`src/rtl/blwl_prog_pkg.sv`:
```
// Shared types and default parameters for the BL/WL programming controller.
package blwl_prog_pkg;

    typedef enum logic [2:0] {
        IDLE,
        CLR,
        SETUP,
        PULSE,
        HOLD
    } state_e;

    localparam int DEF_NUM_ROWS        = 16;
    localparam int DEF_NUM_COLS        = 16;
    localparam int DEF_SETUP_CYCLES    = 1;
    localparam int DEF_WL_PULSE_CYCLES = 2;
    localparam int DEF_CLR_CYCLES      = 2;

    // Sizes the shared cycle-down counter to the longest timed phase.
    function automatic int maxOf3(input int a, input int b, input int c);
        int m;
        m = a;
        if (b > m) m = b;
        if (c > m) m = c;
        return m;
    endfunction

endpackage

```
`src/rtl/blwl_row_decoder.sv`:
```
// Registered one-hot word-line decoder; output is all-zero whenever enable is low.
module blwl_row_decoder
    import blwl_prog_pkg::*;
#(
    parameter int NUM_ROWS = DEF_NUM_ROWS,
    parameter int ROW_W    = (NUM_ROWS > 1) ? $clog2(NUM_ROWS) : 1
) (
    input  logic                clk_i,
    input  logic                rst_ni,
    input  logic                en_i,
    input  logic [ROW_W-1:0]    row_i,
    output logic [NUM_ROWS-1:0] wl_o
);

    logic [NUM_ROWS-1:0] wl_d;
    logic [NUM_ROWS-1:0] wl_q;

    always_comb begin
        wl_d = '0;
        if (en_i) begin
            for (int i = 0; i < NUM_ROWS; i++) begin
                wl_d[i] = (row_i == ROW_W'(i));
            end
        end
    end

    always_ff @(posedge clk_i) begin
        if (!rst_ni) begin
            wl_q <= '0;
        end else begin
            wl_q <= wl_d;
        end
    end

    assign wl_o = wl_q;

endmodule

```
`src/rtl/blwl_prog_ctrl.sv`:
```
// Programming controller: accepts row words and sequences BL setup, a one-hot WL pulse and BL hold,
// plus an array-wide clear through the cells' reset pin.
module blwl_prog_ctrl
    import blwl_prog_pkg::*;
#(
    parameter int NUM_ROWS        = DEF_NUM_ROWS,
    parameter int NUM_COLS        = DEF_NUM_COLS,
    parameter int SETUP_CYCLES    = DEF_SETUP_CYCLES,
    parameter int WL_PULSE_CYCLES = DEF_WL_PULSE_CYCLES,
    parameter int CLR_CYCLES      = DEF_CLR_CYCLES,
    localparam int ROW_W          = (NUM_ROWS > 1) ? $clog2(NUM_ROWS) : 1
) (
    input  logic                prog_clk,
    input  logic                reset_n,
    input  logic                clr_req,
    input  logic                cfg_valid,
    output logic                cfg_ready,
    input  logic [ROW_W-1:0]    cfg_row,
    input  logic [NUM_COLS-1:0] cfg_data,
    output logic [NUM_COLS-1:0] bl,
    output logic [NUM_ROWS-1:0] wl,
    output logic                sram_reset,
    output logic                busy,
    output logic                err,
    output logic [ROW_W:0]      rows_done
);

    localparam int CNT_W = $clog2(maxOf3(SETUP_CYCLES, WL_PULSE_CYCLES, CLR_CYCLES)) + 1;

    localparam logic [CNT_W-1:0] CNT_ONE    = CNT_W'(1);
    localparam logic [CNT_W-1:0] SETUP_LOAD = CNT_W'(SETUP_CYCLES);
    localparam logic [CNT_W-1:0] PULSE_LOAD = CNT_W'(WL_PULSE_CYCLES);
    localparam logic [CNT_W-1:0] CLR_LOAD   = CNT_W'(CLR_CYCLES);
    localparam logic [ROW_W:0]   ROW_LIMIT  = (ROW_W + 1)'(NUM_ROWS);
    localparam logic [ROW_W:0]   DONE_MAX   = '1;

    state_e              state_q;
    logic [CNT_W-1:0]    cnt_q;
    logic [ROW_W-1:0]    row_q;
    logic [NUM_COLS-1:0] bl_q;
    logic                sramReset_q;
    logic                err_q;
    logic [ROW_W:0]      rowsDone_q;

    logic rowInRange;
    logic wlEn_d;

    assign rowInRange = ({1'b0, cfg_row} < ROW_LIMIT);

    // The decoder registers its output, so it is fed the enable for the coming cycle.
    always_comb begin
        wlEn_d = 1'b0;
        case (state_q)
            SETUP:   wlEn_d = (cnt_q == CNT_ONE);
            PULSE:   wlEn_d = (cnt_q != CNT_ONE);
            default: wlEn_d = 1'b0;
        endcase
    end

    always_ff @(posedge prog_clk) begin
        if (!reset_n) begin
            state_q     <= IDLE;
            cnt_q       <= '0;
            row_q       <= '0;
            bl_q        <= '0;
            sramReset_q <= 1'b0;
            err_q       <= 1'b0;
            rowsDone_q  <= '0;
        end else begin
            case (state_q)
                IDLE: begin
                    // Clear takes priority; a word offered alongside it is left pending.
                    if (clr_req) begin
                        state_q     <= CLR;
                        cnt_q       <= CLR_LOAD;
                        sramReset_q <= 1'b1;
                        rowsDone_q  <= '0;
                    end else if (cfg_valid) begin
                        if (rowInRange) begin
                            state_q <= SETUP;
                            cnt_q   <= SETUP_LOAD;
                            row_q   <= cfg_row;
                            bl_q    <= cfg_data;
                        end else begin
                            err_q <= 1'b1;
                        end
                    end
                end
                CLR: begin
                    if (cnt_q == CNT_ONE) begin
                        state_q     <= IDLE;
                        cnt_q       <= '0;
                        sramReset_q <= 1'b0;
                    end else begin
                        cnt_q <= cnt_q - 1'b1;
                    end
                end
                SETUP: begin
                    if (cnt_q == CNT_ONE) begin
                        state_q <= PULSE;
                        cnt_q   <= PULSE_LOAD;
                    end else begin
                        cnt_q <= cnt_q - 1'b1;
                    end
                end
                PULSE: begin
                    if (cnt_q == CNT_ONE) begin
                        state_q <= HOLD;
                        cnt_q   <= CNT_ONE;
                    end else begin
                        cnt_q <= cnt_q - 1'b1;
                    end
                end
                HOLD: begin
                    state_q <= IDLE;
                    cnt_q   <= '0;
                    bl_q    <= '0;
                    if (rowsDone_q != DONE_MAX) begin
                        rowsDone_q <= rowsDone_q + 1'b1;
                    end
                end
                default: begin
                    state_q <= IDLE;
                    cnt_q   <= '0;
                    bl_q    <= '0;
                end
            endcase
        end
    end

    blwl_row_decoder #(
        .NUM_ROWS(NUM_ROWS),
        .ROW_W   (ROW_W)
    ) u_row_decoder (
        .clk_i (prog_clk),
        .rst_ni(reset_n),
        .en_i  (wlEn_d),
        .row_i (row_q),
        .wl_o  (wl)
    );

    assign cfg_ready  = (state_q == IDLE) && !clr_req;
    assign busy       = (state_q != IDLE);
    assign bl         = bl_q;
    assign sram_reset = sramReset_q;
    assign err        = err_q;
    assign rows_done  = rowsDone_q;

endmodule

```
`config.mk`:
```
export PLATFORM = sky130hd
export DESIGN_NAME = blwl_prog_ctrl
export DESIGN_NICKNAME = d
export VERILOG_FILES = /design/src/rtl/blwl_prog_pkg.sv /design/src/rtl/blwl_row_decoder.sv /design/src/rtl/blwl_prog_ctrl.sv
export SDC_FILE = /design/constraint.sdc
export NUM_CORES = 1
export LEC_CHECK = 0
export CAP_MARGIN = 20
export CORE_MARGIN = 2
export CORE_UTILIZATION = 44
export CTS_CLUSTER_DIAMETER = 100
export DETAILED_ROUTE_END_ITERATION = 12
export HOLD_SLACK_MARGIN = 0.12
export PLACE_DENSITY_LB_ADDON = 0.2
export SLEW_MARGIN = 40
export SYNTH_ARGS = -nofsm -noshare
export SYNTH_HDL_FRONTEND = slang
export SYNTH_SLANG_ARGS = --single-unit
```
`constraint.sdc`:
```
create_clock -name prog_clk -period 1.8 [get_ports prog_clk]
set_clock_uncertainty 0.05 [all_clocks]
set_input_delay 0.36 -clock prog_clk [delete_from_list [all_inputs] [get_ports prog_clk]]
set_output_delay 0.36 -clock prog_clk [all_outputs]
set_load 0.1 [all_outputs]
```
==> metrics.md <==
| Metric | Value |
|---|---|
| Status | `finished, final reports clean` |
| #FFs+latches synth | `47` |
| Chip height | `68.7 um` |
| Synth area leaders | `dfxtp_1 (51%), a22o_1 (7.6%), ha_1 (3.4%)` |
| # nets final | `287` |
| Initial Utilization | `46.0%` |
| First-pass GRT wire length | `7290 um` |
| Lkg Pwr | `1.24 nW` |
| Die ar. | `4710 sq um` |
| Leading register cell type out of synthesis | `dfxtp_1` |
| Max-cap violation count | `0` |
| Antenna Violating Nets Remaining | `0` |
| Worst Hold Class | `reg -> reg` |
| Syn_nets | `209` |
| DRT iter0 DRCs | `102` |
| Final setup violating endpoints | `0` |
| CTS root buf | `clkbuf_8` |
| Clock-pin transition on the worst setup and hold timing paths | `80 ps` |
| TritonCTS buffer count | `5` |
| Final GP Congestion | `0.800` |
| Vias/cell | `5.39` |
| Yosys warning count | `0` |
| EDFF count, synth | `0` |
| Crit-path max FO | `8` |
| N_diodes | `0` |
| Cell taking the most area after synthesis | `dfxtp_1` |
| Sw Pwr | `0.891 mW` |
| Fin. Hold Viols | `0` |
| Fill count | `233` |
| Share of the synthesized area in the top cell type | `51.2%` |
| Commonest non-fill, non-tap cell in the layout | `buf_12` |
| Avg Cell Area, Syn | `10.2 sq um` |
| RSZ-0062 raised after global routing | `false` |
| Netlist cell types | `43` |
| Max Slew Vio Count | `0` |
| CP Capture Type | `output pin` |
| Area Overhead vs Synth | `74.1%` |
| CP Class | `in -> out` |
| Core area | `4000 sq um` |
| CTS Buffer Depth | `2` |
| Cell-internal power | `1.81 mW` |
| CTS tree | `yes` |
| Layout cell share with drive strength beyond 1 | `34.4%` |
| Reg power frac | `42.7%` |
| Port Buffers | `63` |
| Total gr overflow | `0` |
| Peak VDD IR | `0.703 mV` |
| Final worst-path cycle share | `98.1%` |
| I/O pin total | `65` |
| Power Density | `844 nW/um^2` |
| WP data arrival | `1350 ps` |
| Sequential-to-total area share from yosys stat | `51.2%` |
| Row count | `23` |
| Setup TNS | `0 ps` |
| Sequential cell area | `961 sq um` |
| GRT Util Overall | `21.3%` |
| CP Data Required Time | `1390 ps` |
| Vias in the first global route | `1,552` |
| Most frequent cells in the layout | `buf_12 (40), dfxtp_1 (39), clkdlybuf4s50_1 (23), buf_4 (21), a22o_1 (16)` |
| Peak Freq | `0.567 GHz` |
| Power, Total | `2.70 mW` |
| Residual DRC | `0` |
| DIE WIDTH | `68.7 um` |
| Area of the mapped netlist | `1840 sq um` |
| H-tree Lvls | `2` |
| Initial antenna violation count | `0` |
| Post-synthesis cell count | `180` |
| Post-Route WL | `4800 um` |
| CTS sink cnt | `47` |
| Minimum clock period | `1760 ps` |
| Vias | `1,666` |
| Clk pwr share | `29.4%` |
| Multi-input logic area | `857 sq um` |
| Net Sw Frac | `32.9%` |
| Hold buffers post-CTS | `0` |
| DP HPWL | `3300 um` |
| DR WL/cell | `15.5 um` |
| Worst Setup Start Kind | `input port` |
| Comb pwr share | `27.9%` |
| Largest net degree at the start of global routing | `17` |
| Clock Latency Late Sink | `310 ps` |
| Pre-antenna DRT Iters | `4` |
| Post-synthesis async set-or-reset flop share | `0%` |
final cells by class:
cell class,instances,area share [%]
timing repair buffer,84,37.1
sequential,47,30.0
tap,50,1.95
multi-input combinational,115,26.8
clock inverter,3,1.41
clock buffer,5,2.15
inverter,5,0.586
cells by family after synthesis:
group | count (synthesis) | share of synthesized area (%)
AOI/OAI and AO/OA | 45 | 19.5
xor gates and xnor gates | 1 | 0.476
adders and majority gates | 5 | 3.40
buffers and inverters | 18 | 4.69
DFF | 47 | 51.2
muxes | 2 | 1.16
other | 1 | 0.204
and+or+nand+nor | 61 | 19.4
cell usage after synthesis (all sizes together), types with 2 or more instances:
| library cell | n |
|---|---|
| a2111oi | 2 |
| a21boi | 8 |
| a22o | 16 |
| and2 | 2 |
| and3 | 2 |
| buf | 6 |
| clkbuf | 7 |
| dfxtp | 47 |
| ha | 5 |
| inv | 5 |
| nand2 | 7 |
| nand2b | 5 |
| nand3 | 7 |
| nand4b | 2 |
| nor2 | 9 |
| nor2b | 2 |
| nor3 | 9 |
| nor3b | 4 |
| nor4 | 3 |
| nor4b | 3 |
| o21ai | 5 |
| o21bai | 2 |
| o31ai | 6 |
| or2 | 2 |
per-layer routing:
layer | wire (um) | share of wire [%] | GRT usage, % | vias up
met3 | 235 | 4.9 | 6.01 | 18
li1 | - | - | - | 809
met1 | 1940 | 40 | 24.8 | 784
met5 | 0 | 0 | 0 | -
met2 | 2510 | 52 | 35.7 | 55
met4 | 115 | 2.4 | 10.8 | 0
registers in the layout (all words and copies together), names as in the netlist:
| register | flops |
|---|---|
| u_row_decoder.wl_o | 16 |
| sram_reset | 1 |
| rows_done | 5 |
| cnt_q | 2 |
| bl | 16 |
| row_q | 4 |
| state_q | 3 |
path summary, 6_finish.rpt:
kind / end / cells past startpoint / startpoint / slack, ps
setup / recovery: cfg_ready / 4 / clr_req / 40
hold / removal: rows_done[2] / 2 / rows_done[2] / 450
setup reg to reg: rows_done[2] / 6 / rows_done[0] / 50
hold reg to reg: rows_done[2] / 2 / rows_done[2] / 450
per-stage QoR:
step / instance area [sq um] / worst slack, ps / utilization, % / instances / hold slack, ps
after floorplan: 1880 / -119 / - / 180 / 388
after global placement: 3030 / -121 / 75.9 / 299 / 433
after detailed placement: 3030 / -172 / 75.9 / 299 / 436
after CTS: 3180 / 11.7 / 79.4 / 309 / 450
after global routing: 3200 / 6.55 / 80.0 / 309 / 483
final: 3200 / 35.0 / 80.0 / 309 / 452
power groups by stage:
stage / sequential [mW] / clock, mW / combinational, mW
after floorplan: 1.33 / 0 / 0.283
after global placement: 1.17 / 0 / 0.697
after detailed placement: 1.18 / 0 / 0.711
after CTS: 1.15 / 0.804 / 0.741
after global routing: 1.16 / 0.845 / 0.788
final: 1.15 / 0.795 / 0.755
repair_timing:
| action | CTS | global route |
|---|---|---|
| pin swaps | 1 | 1 |
| endpoints found under the setup margin | 3 | 7 |
| gates resized for setup | 5 | 9 |
| setup buffers | 2 | 0 |
critical path, cell delays in order:
cell and delay [ps]:
clkdlybuf4s50_1 420, buf_4 180, nor3_4 200, buf_12 200
Power figures use the tool's default switching activity.
